[config.mk]
export PLATFORM = sky130hd
export DESIGN_NAME = sobol_mc_pi_est
export DESIGN_NICKNAME = d
export VERILOG_FILES = /design/src/rtl/sobol_pkg.sv /design/src/rtl/sobol_pt_in_circle.sv /design/src/rtl/sobol_mc_pi_est.sv
export SDC_FILE = /design/constraint.sdc
export NUM_CORES = 2
export LEC_CHECK = 0
export BUFFER_PORTS_ARGS = -buffer_cell sky130_fd_sc_hd__buf_2
export CORE_MARGIN = 3
export CORE_UTILIZATION = 43
export CTS_CLUSTER_DIAMETER = 200
export CTS_CLUSTER_SIZE = 14
export DETAILED_ROUTE_END_ITERATION = 10
export HOLD_SLACK_MARGIN = 0.1
export PLACE_DENSITY = 0.65
export SETUP_SLACK_MARGIN = 0.1
export SYNTH_ARGS = -nofsm -noshare
export SYNTH_HDL_FRONTEND = slang
export SYNTH_SLANG_ARGS = --single-unit
[constraint.sdc]
create_clock -name clk -period 4.1 [get_ports clk]
set_input_delay 0.615 -clock clk [delete_from_list [all_inputs] [get_ports clk]]
set_output_delay 0.615 -clock clk [all_outputs]
set_load 0.01 [all_outputs]
[src/rtl/sobol_pkg.sv]
// Shared types and field positions for the Sobol Monte-Carlo pi estimator.
// Each 32-bit point word packs an unsigned Q0.16 x in the upper half and y in the lower half.
package sobol_pkg;

   typedef enum logic [1:0] {
      IDLE  = 2'd0,
      RUN   = 2'd1,
      DRAIN = 2'd2,
      DONE  = 2'd3
   } state_t;

   localparam int PT_W     = 32;
   localparam int HALF_W   = 16;
   localparam int PIPE_LAT = 3;

   localparam int X_MSB = 31;
   localparam int X_LSB = 16;
   localparam int Y_MSB = 15;
   localparam int Y_LSB = 0;

endpackage

[src/rtl/sobol_pt_in_circle.sv]
// Two-stage unit-circle test for one Q0.16 point: square both coordinates, then sum and compare.
// The inside flag is true when x*x + y*y < 2^32, i.e. the sum does not carry into bit 32.
module sobol_pt_in_circle
   import sobol_pkg::*;
(
   input  logic              clk,
   input  logic              rst_n,
   input  logic              i_clr,
   input  logic              i_vld,
   input  logic [HALF_W-1:0] i_x,
   input  logic [HALF_W-1:0] i_y,
   output logic              o_vld_p1,
   output logic              o_vld_p2,
   output logic              o_inside_p2
);

   logic [PT_W-1:0] r_xs_p1;
   logic [PT_W-1:0] r_ys_p1;
   logic            r_vld_p1;
   logic            r_vld_p2;
   logic            r_inside_p2;
   logic [PT_W:0]   w_sum_p1;

   assign w_sum_p1 = {1'b0, r_xs_p1} + {1'b0, r_ys_p1};

   // Stage 1: squares, stage 2: sum and carry test
   always_ff @(posedge clk) begin
      r_xs_p1     <= PT_W'(i_x) * PT_W'(i_x);
      r_ys_p1     <= PT_W'(i_y) * PT_W'(i_y);
      r_inside_p2 <= ~w_sum_p1[PT_W];
   end

   always_ff @(posedge clk or negedge rst_n) begin
      if (!rst_n) begin
         r_vld_p1 <= 1'b0;
         r_vld_p2 <= 1'b0;
      end else if (i_clr) begin
         r_vld_p1 <= 1'b0;
         r_vld_p2 <= 1'b0;
      end else begin
         r_vld_p1 <= i_vld;
         r_vld_p2 <= r_vld_p1;
      end
   end

   assign o_vld_p1    = r_vld_p1;
   assign o_vld_p2    = r_vld_p2;
   assign o_inside_p2 = r_inside_p2;

endmodule

[src/rtl/sobol_mc_pi_est.sv]
// Counts inside-circle hits over N_GROUPS groups of four Sobol points and reports hit/total.
// Dropping start aborts any run; a new run needs start to go low and then high again.
module sobol_mc_pi_est
   import sobol_pkg::*;
#(
   parameter int N_GROUPS = 1024,
   parameter int CNT_W    = 32
) (
   input  logic             clk,
   input  logic             rst_n,
   input  logic             start,
   input  logic             in_valid,
   input  logic [PT_W-1:0]  pt0,
   input  logic [PT_W-1:0]  pt1,
   input  logic [PT_W-1:0]  pt2,
   input  logic [PT_W-1:0]  pt3,
   output logic             busy,
   output logic             done,
   output logic [CNT_W-1:0] hit_cnt,
   output logic [CNT_W-1:0] total_cnt
);

   localparam int GRP_W = $clog2(N_GROUPS + 1);

   if (CNT_W < $clog2(4 * N_GROUPS + 1)) begin : g_cnt_w_chk
      $error("CNT_W cannot hold 4*N_GROUPS");
   end

   state_t           r_state;
   logic [GRP_W-1:0] r_groups;
   logic             r_busy;
   logic             r_done;
   logic [CNT_W-1:0] r_hit;
   logic [CNT_W-1:0] r_tot;

   logic [PT_W-1:0]  w_pts [4];
   logic [3:0]       w_vld_p1;
   logic [3:0]       w_vld_p2;
   logic [3:0]       w_inside_p2;
   logic             w_accept;
   logic             w_pipe_busy;

   function automatic logic [2:0] popcnt4(input logic [3:0] v);
      popcnt4 = 3'(v[0]) + 3'(v[1]) + 3'(v[2]) + 3'(v[3]);
   endfunction

   assign w_pts[0] = pt0;
   assign w_pts[1] = pt1;
   assign w_pts[2] = pt2;
   assign w_pts[3] = pt3;

   assign w_accept    = (r_state == RUN) && in_valid && (r_groups < GRP_W'(N_GROUPS));
   assign w_pipe_busy = (|w_vld_p1) || (|w_vld_p2);

   for (genvar g = 0; g < 4; g++) begin : g_pt
      sobol_pt_in_circle u_pt (
         .clk         (clk),
         .rst_n       (rst_n),
         .i_clr       (~start),
         .i_vld       (w_accept),
         .i_x         (w_pts[g][X_MSB:X_LSB]),
         .i_y         (w_pts[g][Y_MSB:Y_LSB]),
         .o_vld_p1    (w_vld_p1[g]),
         .o_vld_p2    (w_vld_p2[g]),
         .o_inside_p2 (w_inside_p2[g])
      );
   end

   // Stage 3: accumulate, alongside the run-control state machine
   always_ff @(posedge clk or negedge rst_n) begin
      if (!rst_n) begin
         r_state  <= IDLE;
         r_groups <= '0;
         r_busy   <= 1'b0;
         r_done   <= 1'b0;
         r_hit    <= '0;
         r_tot    <= '0;
      end else if (!start) begin
         r_state  <= IDLE;
         r_groups <= '0;
         r_busy   <= 1'b0;
         r_done   <= 1'b0;
         r_hit    <= '0;
         r_tot    <= '0;
      end else begin
         if (w_vld_p2[0]) begin
            r_hit <= r_hit + CNT_W'(popcnt4(w_inside_p2));
            r_tot <= r_tot + CNT_W'(4);
         end
         case (r_state)
            IDLE: begin
               r_state <= RUN;
               r_busy  <= 1'b1;
            end
            RUN: begin
               if (w_accept) begin
                  r_groups <= r_groups + GRP_W'(1);
                  if (r_groups == GRP_W'(N_GROUPS - 1)) r_state <= DRAIN;
               end
            end
            DRAIN: begin
               if (!w_pipe_busy) begin
                  r_state <= DONE;
                  r_busy  <= 1'b0;
                  r_done  <= 1'b1;
               end
            end
            default: ;
         endcase
      end
   end

   assign busy      = r_busy;
   assign done      = r_done;
   assign hit_cnt   = r_hit;
   assign total_cnt = r_tot;

endmodule

== Word-level counts from Yosys, hierarchy flattened ==
Cells that the tools add are included.
Storage, ports and cells
  register bits after elaboration: 341
  word-level logic and storage cells: 84
  output and inout port bits: 66
  bits of input ports: 132
Operators by class
  $add $sub $neg: 10
  reductions and logical operators: 8
  multiply operators: 8
  equality and inequality tests: 13
  bitwise operators: 4
  magnitude comparators: 1
  multiplexer cells: 20
Operator list (number)
  $mul 16x16->32: 8
  $add 32x32->33: 4
  $mux 32: 4
  $mux 11: 3
  $add 32x3->32: 1
  $add 32x3->32 const B: 1
  $add 11x1->11 const B: 1
  $eq 11x10->1 const B: 1
  $lt 11x11->1 const B: 1
  $mux 2: 4
  $ne 2x1->1 const B: 4
  $mux 1: 7
  $ne 3x2->1 const B: 2
  $pmux 2 s3: 1
  $reduce_and 2->1: 3
  $ne 4x1->1 const B: 1
  $not 1->1: 4
  $reduce_and 4->1: 1
  $add 2x1->3: 1
  $add 3x1->3: 1
  $ne 3x1->1 const B: 1
  $ne 3x3->1 const B: 1
  $add 1x1->2: 1
  $eq 2x1->1 const B: 1
  other kinds (6): 7

== Longest topological paths before layout ==
  word-level depth: 6
  mapped depth: 25
  depth with buffers taken out: 24

== Modules after synthesis ==
A second synthesis with hierarchy kept.
Second synthesis, totals
  cell total of the unflattened synthesis: 7811
  area, all modules: 71018.1 um2
Modules (own cells, without submodules)
  sobol_pt_in_circle at g_pt[1].u_pt ...: cells an instance 1811, seq. area each 1271.2 um2, area an instance 16525.8 um2, times used 2
  sobol_pt_in_circle at g_pt[2].u_pt: cells an instance 1877, seq. area each 1271.2 um2, area an instance 16878.7 um2, times used 1
  sobol_pt_in_circle at g_pt[0].u_pt: cells an instance 1858, seq. area each 1271.2 um2, area an instance 16834.9 um2, times used 1
  sobol_mc_pi_est: cells an instance 454, seq. area each 1926.8 um2, area an instance 4252.8 um2, times used 1

== Least setup slack after synthesis ==
Ideal clock, no wire load.
  kind: input-to-reg
  start point: in pt3[1]
  end point: reg g_pt[3].u_pt.r_ys_p1[30]
  setup slack: -2321 ps
  data required time: 3967 ps
  arrival: 6289 ps
  cell stages on the path: 25
  cells stage by stage: clkbuf_1 clkbuf_1 and2_1 fa_1 inv_1 fa_1 inv_1 fa_1 inv_1 fa_1 inv_1 fa_1 inv_1 fa_1 inv_1 ha_1 and3_1 a31oi_1 o21ai_0 a21o_1 o31a_1 a21oi_2 o31ai_1 a2111oi_0 nor3b_1
Between the ends
  cells in the longest elaborated chain, start to end: 1
RTL lines
  from (decl): line sobol_mc_pi_est.sv:16  | input logic [PT_W-1:0] pt3,
  $mul 16x16->32: line sobol_pt_in_circle.sv:29  | r_ys_p1 <= PT_W'(i_y) * PT_W'(i_y);
  to (signal assigned): line sobol_pt_in_circle.sv:29
  to (decl): line sobol_pt_in_circle.sv:18  | logic [PT_W-1:0] r_ys_p1;
Every way passes these cells.
A chain may end at the register's enable or synchronous reset.

== Worst setup path after layout ==
  start point: in pt3[18]
  end point: reg g_pt[3].u_pt.r_xs_p1[25]
Between the ends
  cells in the longest elaborated chain, start to end: 1
RTL lines
  $mul 16x16->32: line sobol_pt_in_circle.sv:28  | r_xs_p1 <= PT_W'(i_x) * PT_W'(i_x);
  to (signal assigned): line sobol_pt_in_circle.sv:28
  to (decl): line sobol_pt_in_circle.sv:17  | logic [PT_W-1:0] r_xs_p1;
Every way passes these cells.

==> key figures <==
Status
  • Status: finished with violations
  • Violated checks: negative setup slack

Timing
  • Fmax: ~180 MHz
  • Final min period: 5.61 ns
  • WHS: 0.156 ns
  • Slew margin rel.: 0.342
  • Final setup violation count: 184
  • Max Slew Vio Count: 0
  • RSZ-0062 raised after global routing: yes
  • Worst setup margin: -1.51 ns
  • Final Cycle Share: 1.37
  • Worst Tran Pin Value: between 0.9 and 1 ns
  • Skew final: roughly 0.028 ns
  • Final hold vios: 0
  • Post-route setup TNS: -176.38 ns

Finish
  • Layout cell share with drive strength beyond 1: 0.309
  • Layout area overhead: 32.7%
  • Fin nets: ~12000

Yosys
  • Top area cells in the synthesized netlist: fa_1 38%, ha_1 17%, inv_1 11%
  • Number of synthesized flops with an enable pin: 0
  • Top FF cell, synth: dfxtp_1
  • Cell taking the most area after synthesis: fa_1
  • Syn Inst Count: approximately 7600
  • Seq/Total Area, Yosys: 0.0989
  • Async set-reset flop share out of synthesis: 0.245
  • Synth top area share: 0.375
  • Post-Synth Simple-Gate Area: 0.117
  • Netlist cell types: 84
  • Mapped Area: 69400 um2
  • Avg Inst Size Synth: between 9 and 10 um2
  • Commonest cells post-synth: 2012 x inv_1, 1301 x fa_1, 938 x ha_1, 705 x nand2_1, 370 x and2_1
  • Mux contribution to synthesized area: 0.00231
  • Compound-Gate Fraction of Synth Area: 0.0743
  • Yosys reg bits: between 300 and 400
  • Largest family of logic cells by synthesized area: adder cells
  • Synth Area in Adders: 0.545
  • Syn. warnings: 0
  • Synth Area in XOR/XNOR: 0.0432
  • Top-count cell post-synth: inv_1

CTS
  • CTS tree: built
  • Worst skew pair latency: 0.63 ns
  • CTS Sinks: about 320
  • CTS Hold Bufs: 0
  • Longest Clk Path Bufs: 3
  • Reg clk slew, reported paths: ~0.070 ns
  • CTS Root Cell: clkbuf_16
  • Clock buffer count from CTS: 27
  • H-tree depth: 1

Job
  • Max cap viols: 0

Routing
  • Drt drc: 0
  • Vias after detailed routing: roughly 55000
  • Routed WL: roughly 170000 um
  • Antenna-violating nets left: 0
  • Initial DRC Count: approximately 2200
  • TritonRoute pass-1 iters: 5
  • Routed length per placed instance: between 10 and 15 um
  • Drt via density: slightly below 5

Floorplanning
  • Initial Util: 0.435
  • Number of I/O pins: 198
  • Die area: 166000 um2
  • CORE AREA: 159000 um2
  • DIE WIDTH: 408 um
  • Rows: between 100 and 150
  • Chip height: a little over 400 um

Critical path
  • R2r startpoint: hit_cnt[0]$_DFFE_PN0N_
  • CP required: around 4.6 ns
  • CP max FO: 4
  • Kind of end point of the critical path: register
  • Worst R2R Setup Slack: approximately 0.77 ns
  • R2r endpoint: hit_cnt[28]$_DFFE_PN0N_
  • Reg2reg path depth: 11
  • Crit start category: input pin
  • Arrival @ worst endpoint: ~6 ns
  • Critical path class: in -> reg

Place
  • Placer Congestion: ~0.9
  • DP Wirelength: 142000 um
  • Pre-CTS setup slack: -2.27 ns
  • Port bufs: 195

Global route
  • Antenna violations before repair: 7
  • All-Layer GR Usage: 0.203
  • Largest net degree at the start of global routing: just over 80
  • Vias in the first global route: 60400
  • First-pass GRT wire length: 284000 um
  • Gr ovfl total: 0

Hold path
  • Worst Hold Class: in -> async
[flip-flops by register name, summed over array words and instances, names as in the netlist]
register	count
g_pt.u_pt.r_xs_p1	120
total_cnt	30
r_state	2
hit_cnt	32
busy	1
done	1
g_pt.u_pt.o_inside_p2	4
r_groups	11
g_pt.u_pt.r_ys_p1	120
g_pt.u_pt.o_vld_p1	1
g_pt.u_pt.o_vld_p2	1
[critical path, stage by stage]
cell      delay, ns
buf_12         0.11
and2_4         0.16
fa_1           0.52
inv_2          0.04
fa_1           0.50
inv_1          0.05
fa_1           0.48
inv_1          0.05
fa_1           0.48
inv_1          0.05
fa_1           0.49
inv_2          0.04
fa_1           0.49
inv_2          0.05
ha_4           0.24
inv_1          0.07
o21bai_1       0.10
a21oi_2        0.18
nor3b_4        0.25
a211oi_2       0.12
o31a_1         0.31
o41ai_4        0.42
o21ai_1        0.14
xor2_1         0.15
[logic make-up after synthesis]
group / after synthesis
adders and majority gates: 2239
and+or+nand+nor: 1688
muxes: 15
other: 1
xor gates and xnor gates: 342
AOI/OAI and AO/OA: 778
DFF: 323
buffers and inverters: 2202
[worst max-delay path by stage]
stage | from | to | slack (ns) | depth (start not counted)
detailed placement | pt3[19] | g_pt[3].u_pt.r_xs_p1[25]$_DFF_P_ | -2.27 | 22
finish | pt3[18] | g_pt[3].u_pt.r_xs_p1[25]$_DFF_P_ | -1.51 | 24
CTS | pt0[21] | g_pt[0].u_pt.r_xs_p1[25]$_DFF_P_ | -1.40 | 24
global placement | pt3[19] | g_pt[3].u_pt.r_xs_p1[25]$_DFF_P_ | -2.20 | 22
global route | pt3[18] | g_pt[3].u_pt.r_xs_p1[27]$_DFF_P_ | -1.65 | 24
floorplan | pt3[1] | g_pt[3].u_pt.r_ys_p1[30]$_DFF_P_ | -2.08 | 25
[per-stage QoR]
| stage | instances | area [um2] | util |
|---|---|---|---|
| 2_1_floorplan | 7589 | 72500 | - |
| 3_3_place_gp | 11100 | 84900 | 0.533 |
| 3_5_place_dp | 11100 | 84900 | 0.533 |
| 4_1_cts | 11300 | 88800 | 0.557 |
| 5_1_grt | 11400 | 92000 | 0.578 |
| 6_report | 11400 | 92000 | 0.578 |
[metal layers]
layer  vias up  track usage  share of wire
met2       825        0.376           0.53
met1     27400        0.257           0.42
li1      26300            -              -
met5         -            0       0.000077
met4         2       0.0349          0.016
met3       172       0.0199          0.036
[cells in the final DEF (no fill, tap or decap), types with 23 or more instances in the layout]
cell type,n
nand4_1,50
dfxtp_1,244
nand2_4,55
o21ai_0,57
inv_2,184
xnor2_1,203
fa_1,1230
o21ai_2,33
nand2_2,89
nor2_2,27
o21bai_1,23
a21o_1,170
buf_8,47
clkbuf_16,30
and3_1,30
o21ai_1,27
o21a_1,28
ha_1,811
nor2_1,192
dfrtp_1,79
ha_4,111
buf_2,92
and2_1,291
a21oi_2,92
fa_2,71
and2_4,78
xor2_1,90
a21oi_1,124
or2_2,23
nand2b_1,35
nand2_1,561
buf_12,47
buf_6,238
buf_4,1336
xnor2_2,38
nor2b_1,50
inv_1,1818
nand3_1,69
[final cells by class]
cell class,instances,area [um2]
Fill cell,13400,67200
Inverter,2012,7590
Tap cell,2146,2690
Clock buffer,35,706
Timing Repair Buffer,1771,15000
Multi-Input combinational cell,5064,59100
Clock inverter,3,61.3
Sequential cell,323,6860
Antenna cell,5,12.5
[repair_timing]
action,in CTS,in global routing
gates cloned,6,3
buffers inserted,125,109
setup endpoints to repair,192,194
hold endpoints to repair,0,0
resized for setup,601,689
pin swaps,385,410
Power is not shown: default switching activity piles up to over one toggle a cycle in this logic, so the estimate is an artifact.
